--- config.mk ---
export PLATFORM = sky130hd
export DESIGN_NAME = fb_fill_engine_flat
export DESIGN_NICKNAME = d
export VERILOG_FILES = /design/src/rtl/fb_fill_pkg.sv /design/src/rtl/fb_fill_if.sv /design/src/rtl/fb_fill_addr_gen.sv /design/src/rtl/fb_fill_engine.sv /design/src/flat_wrapper.sv
export SDC_FILE = /design/constraint.sdc
export NUM_CORES = 1
export LEC_CHECK = 0
export CORE_MARGIN = 4
export CORE_UTILIZATION = 40
export CTS_CLUSTER_DIAMETER = 120
export DETAILED_ROUTE_END_ITERATION = 7
export PLACE_DENSITY_LB_ADDON = 0.05
export SLEW_MARGIN = 20
export SYNTH_ARGS = -nofsm -noshare
export SYNTH_HDL_FRONTEND = slang
export SYNTH_SLANG_ARGS = --single-unit
--- constraint.sdc ---
create_clock -name clk -period 2.1 [get_ports clk]
set_input_delay 0.42 -clock clk [delete_from_list [all_inputs] [get_ports clk]]
set_output_delay 0.42 -clock clk [all_outputs]
set_load 0.02 [all_outputs]
--- src/rtl/fb_fill_pkg.sv ---
// fb_fill_pkg: register map, CTRL/STATUS bit positions and FSM state type for fb_fill_engine
package fb_fill_pkg;

    localparam logic [1:0] REG_CTRL   = 2'd0;
    localparam logic [1:0] REG_BASE   = 2'd1;
    localparam logic [1:0] REG_COUNT  = 2'd2;
    localparam logic [1:0] REG_COLOUR = 2'd3;

    localparam int CTRL_START  = 0;
    localparam int CTRL_ABORT  = 1;
    localparam int CTRL_IRQ_EN = 2;

    localparam int STAT_BUSY    = 0;
    localparam int STAT_DONE    = 1;
    localparam int STAT_ABORTED = 2;

    typedef enum logic {IDLE, RUN} state_e;

endpackage

--- src/rtl/fb_fill_if.sv ---
// fb_fill_if: control slave bus plus SDRAM write master bus of the fill engine
interface fb_fill_if;

    logic [1:0]  slave_address;
    logic        slave_read_en;
    logic        slave_write_en;
    logic [31:0] slave_read_data;
    logic [31:0] slave_write_data;
    logic [31:0] master_address;
    logic        master_write;
    logic [31:0] master_write_data;
    logic        master_wait_request;

    // engine side: serves register accesses and drives SDRAM writes
    modport master (
        input  slave_address, slave_read_en, slave_write_en, slave_write_data, master_wait_request,
        output slave_read_data, master_address, master_write, master_write_data
    );

    // environment side: CPU issuing register accesses and the SDRAM fabric accepting writes
    modport slave (
        output slave_address, slave_read_en, slave_write_en, slave_write_data, master_wait_request,
        input  slave_read_data, master_address, master_write, master_write_data
    );

endinterface

--- src/rtl/fb_fill_addr_gen.sv ---
// fb_fill_addr_gen: working write pointer and remaining-word counter of a fill
module fb_fill_addr_gen (
    input  logic        clk,
    input  logic        resetn,
    input  logic        load_i,
    input  logic        advance_i,
    input  logic [31:0] base_i,
    input  logic [31:0] count_i,
    output logic [31:0] ptr_o,
    output logic        last_o
);

    logic [31:0] ptr_q;
    logic [31:0] remaining_q;

    // load a new fill, or step one word per accepted beat (pointer wraps at 32 bits)
    always_ff @(posedge clk or negedge resetn) begin
        if (!resetn) begin
            ptr_q       <= '0;
            remaining_q <= '0;
        end else if (load_i) begin
            ptr_q       <= base_i;
            remaining_q <= count_i;
        end else if (advance_i) begin
            ptr_q       <= ptr_q + 32'd4;
            remaining_q <= remaining_q - 32'd1;
        end
    end

    assign ptr_o  = ptr_q;
    assign last_o = remaining_q == 32'd1;

endmodule

--- src/rtl/fb_fill_engine.sv ---
// fb_fill_engine: Avalon-MM DMA that fills a linear SDRAM region with a constant word
// Optional feature: define FB_FILL_IRQ_EN to add the irq port and the CTRL bit2 irq enable.
module fb_fill_engine
    import fb_fill_pkg::*;
(
    input  logic clk,
    input  logic resetn,
    fb_fill_if.master bus
`ifdef FB_FILL_IRQ_EN
    ,
    output logic irq
`endif
);

    state_e      state_q;
    logic        master_write_q;
    logic [31:0] colour_w_q;
    logic        abort_pend_q;
    logic        done_q, done_d;
    logic        aborted_q, aborted_d;
    logic [31:0] base_q, count_q, colour_q;
    logic [31:0] ptr;
    logic        last;
    logic        wr_ctrl, start, abort_wr, rd_status, accept, finish, aborting, load, zero_start;
    logic [31:0] rdata;

    assign wr_ctrl    = bus.slave_write_en && bus.slave_address == REG_CTRL;
    assign start      = wr_ctrl && bus.slave_write_data[CTRL_START];
    assign abort_wr   = wr_ctrl && bus.slave_write_data[CTRL_ABORT];
    assign rd_status  = bus.slave_read_en && bus.slave_address == REG_CTRL;
    assign accept     = master_write_q && !bus.master_wait_request;
    // an abort written in the same cycle as an accepted beat ends the fill on that beat
    assign aborting   = abort_pend_q || abort_wr;
    assign finish     = state_q == RUN && accept && (last || aborting);
    assign load       = state_q == IDLE && start && count_q != 32'd0;
    assign zero_start = state_q == IDLE && start && count_q == 32'd0;
    // a completion event in the same cycle as a STATUS read keeps the flag set
    assign done_d     = finish || zero_start || (done_q && !rd_status);
    assign aborted_d  = (finish && aborting) || (aborted_q && !rd_status);

    fb_fill_addr_gen u_addr_gen (
        .clk      (clk),
        .resetn   (resetn),
        .load_i   (load),
        .advance_i(accept),
        .base_i   (base_q),
        .count_i  (count_q),
        .ptr_o    (ptr),
        .last_o   (last)
    );

`ifdef FB_FILL_IRQ_EN
    logic irq_en_q;
    logic irq_q;

    // programmed registers; writes while busy never reach the working copies
    always_ff @(posedge clk or negedge resetn) begin
        if (!resetn) begin
            base_q   <= '0;
            count_q  <= '0;
            colour_q <= '0;
            irq_en_q <= 1'b0;
        end else if (bus.slave_write_en) begin
            if (bus.slave_address == REG_BASE)   base_q   <= {bus.slave_write_data[31:2], 2'b00};
            if (bus.slave_address == REG_COUNT)  count_q  <= bus.slave_write_data;
            if (bus.slave_address == REG_COLOUR) colour_q <= bus.slave_write_data;
            if (bus.slave_address == REG_CTRL)   irq_en_q <= bus.slave_write_data[CTRL_IRQ_EN];
        end
    end

    // irq follows the next-state flags so it rises together with done
    always_ff @(posedge clk or negedge resetn) begin
        if (!resetn) irq_q <= 1'b0;
        else         irq_q <= irq_en_q && (done_d || aborted_d);
    end

    assign irq = irq_q;
`else
    // programmed registers; writes while busy never reach the working copies
    always_ff @(posedge clk or negedge resetn) begin
        if (!resetn) begin
            base_q   <= '0;
            count_q  <= '0;
            colour_q <= '0;
        end else if (bus.slave_write_en) begin
            if (bus.slave_address == REG_BASE)   base_q   <= {bus.slave_write_data[31:2], 2'b00};
            if (bus.slave_address == REG_COUNT)  count_q  <= bus.slave_write_data;
            if (bus.slave_address == REG_COLOUR) colour_q <= bus.slave_write_data;
        end
    end
`endif

    // fill FSM with registered master_write, latched colour, pending abort and sticky flags
    always_ff @(posedge clk or negedge resetn) begin
        if (!resetn) begin
            state_q        <= IDLE;
            master_write_q <= 1'b0;
            colour_w_q     <= '0;
            abort_pend_q   <= 1'b0;
            done_q         <= 1'b0;
            aborted_q      <= 1'b0;
        end else begin
            if (state_q == IDLE) begin
                if (load) begin
                    state_q        <= RUN;
                    master_write_q <= 1'b1;
                    colour_w_q     <= colour_q;
                    abort_pend_q   <= 1'b0;
                end
            end else if (finish) begin
                state_q        <= IDLE;
                master_write_q <= 1'b0;
                abort_pend_q   <= 1'b0;
            end else if (abort_wr) begin
                abort_pend_q <= 1'b1;
            end
            done_q    <= done_d;
            aborted_q <= aborted_d;
        end
    end

    // zero-latency register read mux
    always_comb begin
        rdata = '0;
        if (bus.slave_read_en)
            rdata = bus.slave_address == REG_CTRL  ? {29'd0, aborted_q, done_q, state_q == RUN} :
                    bus.slave_address == REG_BASE  ? base_q :
                    bus.slave_address == REG_COUNT ? count_q : colour_q;
    end

    assign bus.slave_read_data   = rdata;
    assign bus.master_address    = ptr;
    assign bus.master_write      = master_write_q;
    assign bus.master_write_data = colour_w_q;

endmodule

--- src/flat_wrapper.sv ---
// flat-port wrapper written by rule: the top's interface ports become plain ports
module fb_fill_engine_flat import fb_fill_pkg::*;
  (clk, resetn, bus_slave_address, bus_slave_read_en, bus_slave_write_en, bus_slave_write_data, bus_master_wait_request, bus_slave_read_data, bus_master_address, bus_master_write, bus_master_write_data);
  fb_fill_if bus_i ();
  input  logic clk;
  input  logic resetn;
  input wire logic [$bits(bus_i.slave_address)-1:0] bus_slave_address;
  input wire logic [$bits(bus_i.slave_read_en)-1:0] bus_slave_read_en;
  input wire logic [$bits(bus_i.slave_write_en)-1:0] bus_slave_write_en;
  input wire logic [$bits(bus_i.slave_write_data)-1:0] bus_slave_write_data;
  input wire logic [$bits(bus_i.master_wait_request)-1:0] bus_master_wait_request;
  output wire logic [$bits(bus_i.slave_read_data)-1:0] bus_slave_read_data;
  output wire logic [$bits(bus_i.master_address)-1:0] bus_master_address;
  output wire logic [$bits(bus_i.master_write)-1:0] bus_master_write;
  output wire logic [$bits(bus_i.master_write_data)-1:0] bus_master_write_data;
  assign bus_i.slave_address = bus_slave_address;
  assign bus_i.slave_read_en = bus_slave_read_en;
  assign bus_i.slave_write_en = bus_slave_write_en;
  assign bus_i.slave_write_data = bus_slave_write_data;
  assign bus_i.master_wait_request = bus_master_wait_request;
  assign bus_slave_read_data = bus_i.slave_read_data;
  assign bus_master_address = bus_i.master_address;
  assign bus_master_write = bus_i.master_write;
  assign bus_master_write_data = bus_i.master_write_data;
  fb_fill_engine u_core (.clk(clk), .resetn(resetn), .bus(bus_i));
endmodule
==> reports/metrics.yaml, run 1 <==
synth.distinct_cells: 43
cts-root-buf: "clkbuf_16"
seqPwrFrac_pct: 39.2
max_stage_delay_ns: 0.40
cts_max_path_buffers: 2
synth_area_mm2: 0.00947
ant_nets: 0
final_common_cell: "dfrtp_1"
postSynth.asyncResetShare_pct: 100
clk_latency_ns: 0.43
cts_buffers: 17
clk_pin_slew_ns: 0.07
path_delay_family: "simple AND/OR/NAND/NOR gates"
cp-end-kind: "flop"
final-setup-viol-count: 0
grt_antenna_before_repair: 0
avgRoutedWirePerCell_um: 20.4
grt_usage_pct: 20.0
core_area_mm2: 0.0234
crit_buf_inv: 3
ys_ff_latch: 193
clock-skew-final_ns: 0.0132
drc: 0
synth_top_family_by_area: "multiplexers"
synthSimpleGateAreaFrac_pct: 11.4
vdd_drop_max_mv: 0.718
start_kind: "flop"
die_w_um: 162
numPortBuffers: 133
p_sw_w: 0.00533
cp.arrival_ns: 2.41
combPwrFrac_pct: 41.0
die_h_um: 162
placed_cells: 1266
p_leak_nw: 5.62
synth_compound_area_share_pct: 3.13
rows: 56
swShare_pct: 34.5
synth_edf_count: 0
synth_fa_ha_area_share_pct: 0.397
p_per_area_mw_per_mm2: 1190
drt_wl_total_um: 26800
start_util_pct: 40.4
htreeDepth: 4
cts_tree: "yes"
cp_common_cell: "nor4_2"
reg2regPathDepth: 8
worst-path-stages: 8
vias: 6809
clock_power_share_pct: 19.8
cp-startpoint: "u_core.count_q[23]"
yosys_most_used_dff: "dfrtp_1"
drive_gt1_share_pct: 42.6
grt_pass1_wl_um: 41500
synth_xor_area_share_pct: 5.46
dp_hpwl_um: 18500
cp_max_fo: 9
diodes: 0
num-nets-final: 1023
final_cell_mix: "dfrtp_1 (193), mux2_2 (168), clkdlybuf4s50_1 (97), buf_4 (93), mux2_4 (37)"
path_class: "flop to flop"
layout.cell_area.non_filler_mm2: 0.0130
r2r-start: "u_core.count_q[23]"
dieArea_mm2: 0.0262
post-route-util_pct: 55.6
vias_per_cell: 5.19
regToRegEndpoint: "u_core.u_addr_gen.remaining_q[17]"
clock.fmax_mhz: 479
syn2layout_area_growth_pct: 37.4
fin_crit_sh_pct: 99.4
hold_path.class: "input pin to async pin"
synthMuxAreaShare_pct: 26.3
netlist_instances: 739
required_ns: 2.42
cap_violations: 0
maxSlewViolCount: 0
cp_cell_sequence: "nor4_2 -> nand2_2 -> nor4_2 -> buf_4 -> nor2_4 -> buf_12 -> clkbuf_16 -> mux2_4"
hold_viol: 0
p_int_w: 0.0101
ios: 136
ys_seq_area_share_pct: 51.0
avgSynthCellArea_um2: 12.8
outcome: "finished clean"
grt_pass1_vias: 7367
r2r_slack_ns: 0.01
first_pass_iters: 4
grt_max_degree: 45
drt-initial-drc-count: 360
gp_congestion: 0.801
crit_slowest_cell: "dfrtp_1"
clock_sinks: 193
fin_crit_ns: 2.09
rsz0062_at_grt: "true"
grt_remaining_overflow: 0
yosys_warnings: 0
stdcell_count: 1313
dpl_cell_area_mm2: 0.0121
flip-flops by register name, indices dropped and copies added (netlist names):
register	count
u_core.bus.master_write_data	32
u_core.count_q	32
u_core.done_q	1
u_core.bus.master_write	1
u_core.colour_q	32
u_core.u_addr_gen.remaining_q	32
u_core.u_addr_gen.ptr_o	30
u_core.abort_pend_q	1
u_core.base_q	30
u_core.state_q	1
u_core.aborted_q	1
power groups by stage:
stage | combinational, W | clock [W] | sequential (W)
after detailed placement | 0.00596 | 0 | 0.00609
after global placement | 0.00589 | 0 | 0.00601
after CTS | 0.00616 | 0.00313 | 0.00603
final | 0.00633 | 0.00305 | 0.00605
after floorplan | 0.00233 | 0 | 0.00673
after global routing | 0.00678 | 0.00329 | 0.00624
worst max-delay path by stage:
| stage | to | slack [ns] |
|---|---|---|
| floorplan | bus_slave_read_data[11] | 0.004 |
| global route | u_core.u_addr_gen.remaining_q[17] | -0.06 |
| detailed placement | u_core.u_addr_gen.ptr_o[31] | -0.58 |
| global placement | u_core.u_addr_gen.ptr_o[31] | -0.63 |
| CTS | bus_slave_read_data[4] | -0.009 |
| finish | u_core.u_addr_gen.remaining_q[17] | 0.01 |
layer usage:
layer  routed length (um)  vias up  GRT usage, %  share of wire (%)
met3                  895       29          3.07                3.3
met2                13500      139          35.2                 50
met1                11900     3473          25.9                 44
li1                     -     3168             -                  -
met5                    0        -             0                  0
met4                  550        0          5.23                2.0
what timing repair did:
item / in CTS / in global routing
setup buffers: 3 / 3
pin swaps: 3 / 5
cloned: 1 / 7
hold buffers: 1 / 0
endpoints found under the hold margin: 34 / 0
setup endpoints to repair: 125 / 126
resized for setup: 127 / 65
logic make-up (layout without fill, tap and decap cells):
family / after synthesis / in the layout
muxes: 220 / 220
DFF: 193 / 193
adders and majority gates: 3 / 3
other: 1 / 2
buffers and inverters: 44 / 298
AOI/OAI and AO/OA: 41 / 41
and+or+nand+nor: 178 / 178
xor gates and xnor gates: 59 / 59
synth_stat cells (all sizes together), types with 4 or more instances:
| cell type | instances | area share, % |
|---|---|---|
| a22oi | 31 | 2.5 |
| and2 | 5 | 0.33 |
| buf | 15 | 1.1 |
| clkbuf | 23 | 0.91 |
| dfrtp | 193 | 51 |
| inv | 6 | 0.24 |
| mux2 | 217 | 26 |
| nand2 | 29 | 1.1 |
| nand3 | 18 | 0.95 |
| nand4 | 12 | 0.86 |
| nor2 | 10 | 0.40 |
| nor2b | 31 | 2.0 |
| nor3 | 19 | 1.1 |
| nor4 | 28 | 2.2 |
| o21ai | 5 | 0.26 |
| or3 | 7 | 0.46 |
| or4 | 4 | 0.44 |
| xnor2 | 29 | 2.7 |
| xor2 | 30 | 2.8 |
stage by stage:
step | hold WS (ns) | setup slack (ns) | TNS, ns | power, W
finish | 0.485 | 0.0133 | 0 | 0.0154
global route | 0.502 | -0.0623 | -2.62 | 0.0163
CTS | 0.492 | -0.00866 | -0.0402 | 0.0153
detailed placement | 0.389 | -0.584 | -67.79 | 0.0120
global placement | 0.383 | -0.630 | -59.73 | 0.0119
floorplan | 0.124 | 0.00366 | 0 | 0.00906
layout make-up:
class / instances / area [um2]
clock inverter: 12 / 101
sequential: 193 / 4830
clock buffer: 20 / 437
fill: 2051 / 10400
multi-input combinational: 503 / 4670
timing repair buffer: 260 / 2550
tap: 319 / 399
inverter: 6 / 22.5
(Power assumes the default switching activity.)
==> inputs of run 2 (changes only) <==
--- a/config.mk
+++ b/config.mk
@@ -10,6 +10,7 @@
 export CTS_CLUSTER_DIAMETER = 120
 export DETAILED_ROUTE_END_ITERATION = 7
 export PLACE_DENSITY_LB_ADDON = 0.05
+export SKIP_LAST_GASP = 1
 export SLEW_MARGIN = 20
 export SYNTH_ARGS = -nofsm -noshare
 export SYNTH_HDL_FRONTEND = slang
==> reports/metrics.yaml, run 2 (synthesis results as in run 1) <==
fin_crit_ns: 2.09
num-nets-final: 1025
r2r-start: "u_core.count_q[23]"
required_ns: 2.41
drive_gt1_share_pct: 41.2
clk_pin_slew_ns: 0.07
dieArea_mm2: 0.0262
clk_latency_ns: 0.44
gr-usage-met3_pct: 3.04
fin_crit_sh_pct: 99.6
post-route-util_pct: 55.7
hold_viol: 0
outcome: "finished clean"
grt_busiest_layer: "met2"
ios: 136
clock.fmax_mhz: 478
die_h_um: 162
rsz0062_at_grt: "true"
ant_nets: 0
gp_congestion: 0.801
hold_ws_ns: 0.485
cp-end-kind: "flop"
rows: 56
core_area_mm2: 0.0234
cp-startpoint: "u_core.count_q[23]"
cp.arrival_ns: 2.41
final_cell_mix: "dfrtp_1 (193), mux2_2 (168), clkdlybuf4s50_1 (97), buf_4 (93), a22oi_1 (31)"
cts_tree: "yes"
cts_buffers: 17
path_class: "flop to flop"
grt_remaining_overflow: 0
drt_wl_total_um: 26800
placed_cells: 1266
die_w_um: 162
numPortBuffers: 133
clock-skew-final_ns: 0.0140
cap_violations: 0
diodes: 0
avgRoutedWirePerCell_um: 20.4
hold_path.class: "input pin to async pin"
grt_max_degree: 45
vias_per_cell: 5.19
setup_tns_ns: 0
clock_sinks: 193
first_pass_iters: 5
start_util_pct: 40.4
cts_max_path_buffers: 2
syn2layout_area_growth_pct: 37.7
final_common_cell: "dfrtp_1"
grt_pass1_vias: 7332
htreeDepth: 4
dp_hpwl_um: 18500
stdcell_count: 1315
grtUsageMet2_pct: 35.3
p_leak_nw: 5.60
grt_usage_pct: 19.9
grt_antenna_before_repair: 0
maxSlewViolCount: 0
vias: 6825
power.total_w: 0.0153
cts-root-buf: "clkbuf_16"
grt_use_met1_pct: 25.6
final-setup-viol-count: 0
cp_max_fo: 8
vdd_drop_max_mv: 0.717
drt-initial-drc-count: 356
grt_pass1_wl_um: 41200
drc: 0
start_kind: "flop"
p_per_area_mw_per_mm2: 1170
## run 2: cell types whose count changed in the layout (fill, tap and decap cells not counted), sizes merged
cell	change
clkbuf	+2
buf	-7
clkdlybuf4s15	+7
## run 2: worst paths after layout
check | slack [ns] | cells after the start | to
setup / recovery | 0.008 | 8 | u_core.u_addr_gen.remaining_q[27]
hold / removal | 0.49 | 2 | u_core.bus.master_write_data[26]
setup reg to reg | 0.008 | 8 | u_core.u_addr_gen.remaining_q[27]
hold reg to reg | 0.49 | 1 | u_core.bus.master_write_data[22]
max in group asynchronous | 1.02 | 3 | u_core.count_q[11]
min in group clk | 0.49 | 1 | u_core.bus.master_write_data[22]
## run 2: final cells by class
cell class / instances / area [um2]
well taps: 319 / 399
repair buffers: 262 / 2640
flip-flops and latches: 193 / 4830
multi-input cells: 503 / 4610
inverters: 6 / 22.5
fillers: 2062 / 10400
clock inverters: 12 / 101
clock buffers: 20 / 437
## run 2: through the flow
stage	instance area, um2	setup WS [ns]
2_1_floorplan	9470	0.00366
3_3_place_gp	12100	-0.630
3_5_place_dp	12100	-0.584
4_1_cts	12800	-0.0736
5_1_grt	13000	-0.0725
6_report	13000	0.00788
## run 2: metal layers
layer	wire, um	vias to the layer above
met5	0	-
met1	11900	3484
met2	13700	139
li1	-	3184
met4	286	0
met3	882	18
## run 2: critical path, cell delays in order, from the launching register on
cell	delay, ns
dfrtp_1	0.40
nor4_2	0.31
nand2_2	0.15
nor4_2	0.28
buf_4	0.16
nor2_4	0.05
buf_12	0.16
clkbuf_16	0.17
mux2_4	0.30
## run 2: what timing repair did
action / 4_1_cts / 5_1_grt
setup endpoints to repair: 125 / 126
gates resized for setup: 111 / 59
buffers inserted: 3 / 3
cloned: 1 / 9
hold buffers: 1 / 0
pin swaps: 3 / 5
endpoints found under the hold margin: 34 / 0
## run 2: report_power, final
group	leakage (nW)	internal, W	switching (W)
sequential	2.33	0.00499	0.00105
combinational	3.02	0.00346	0.00275
clock	0.251	0.00155	0.00150
total	5.60	0.0100	0.00530
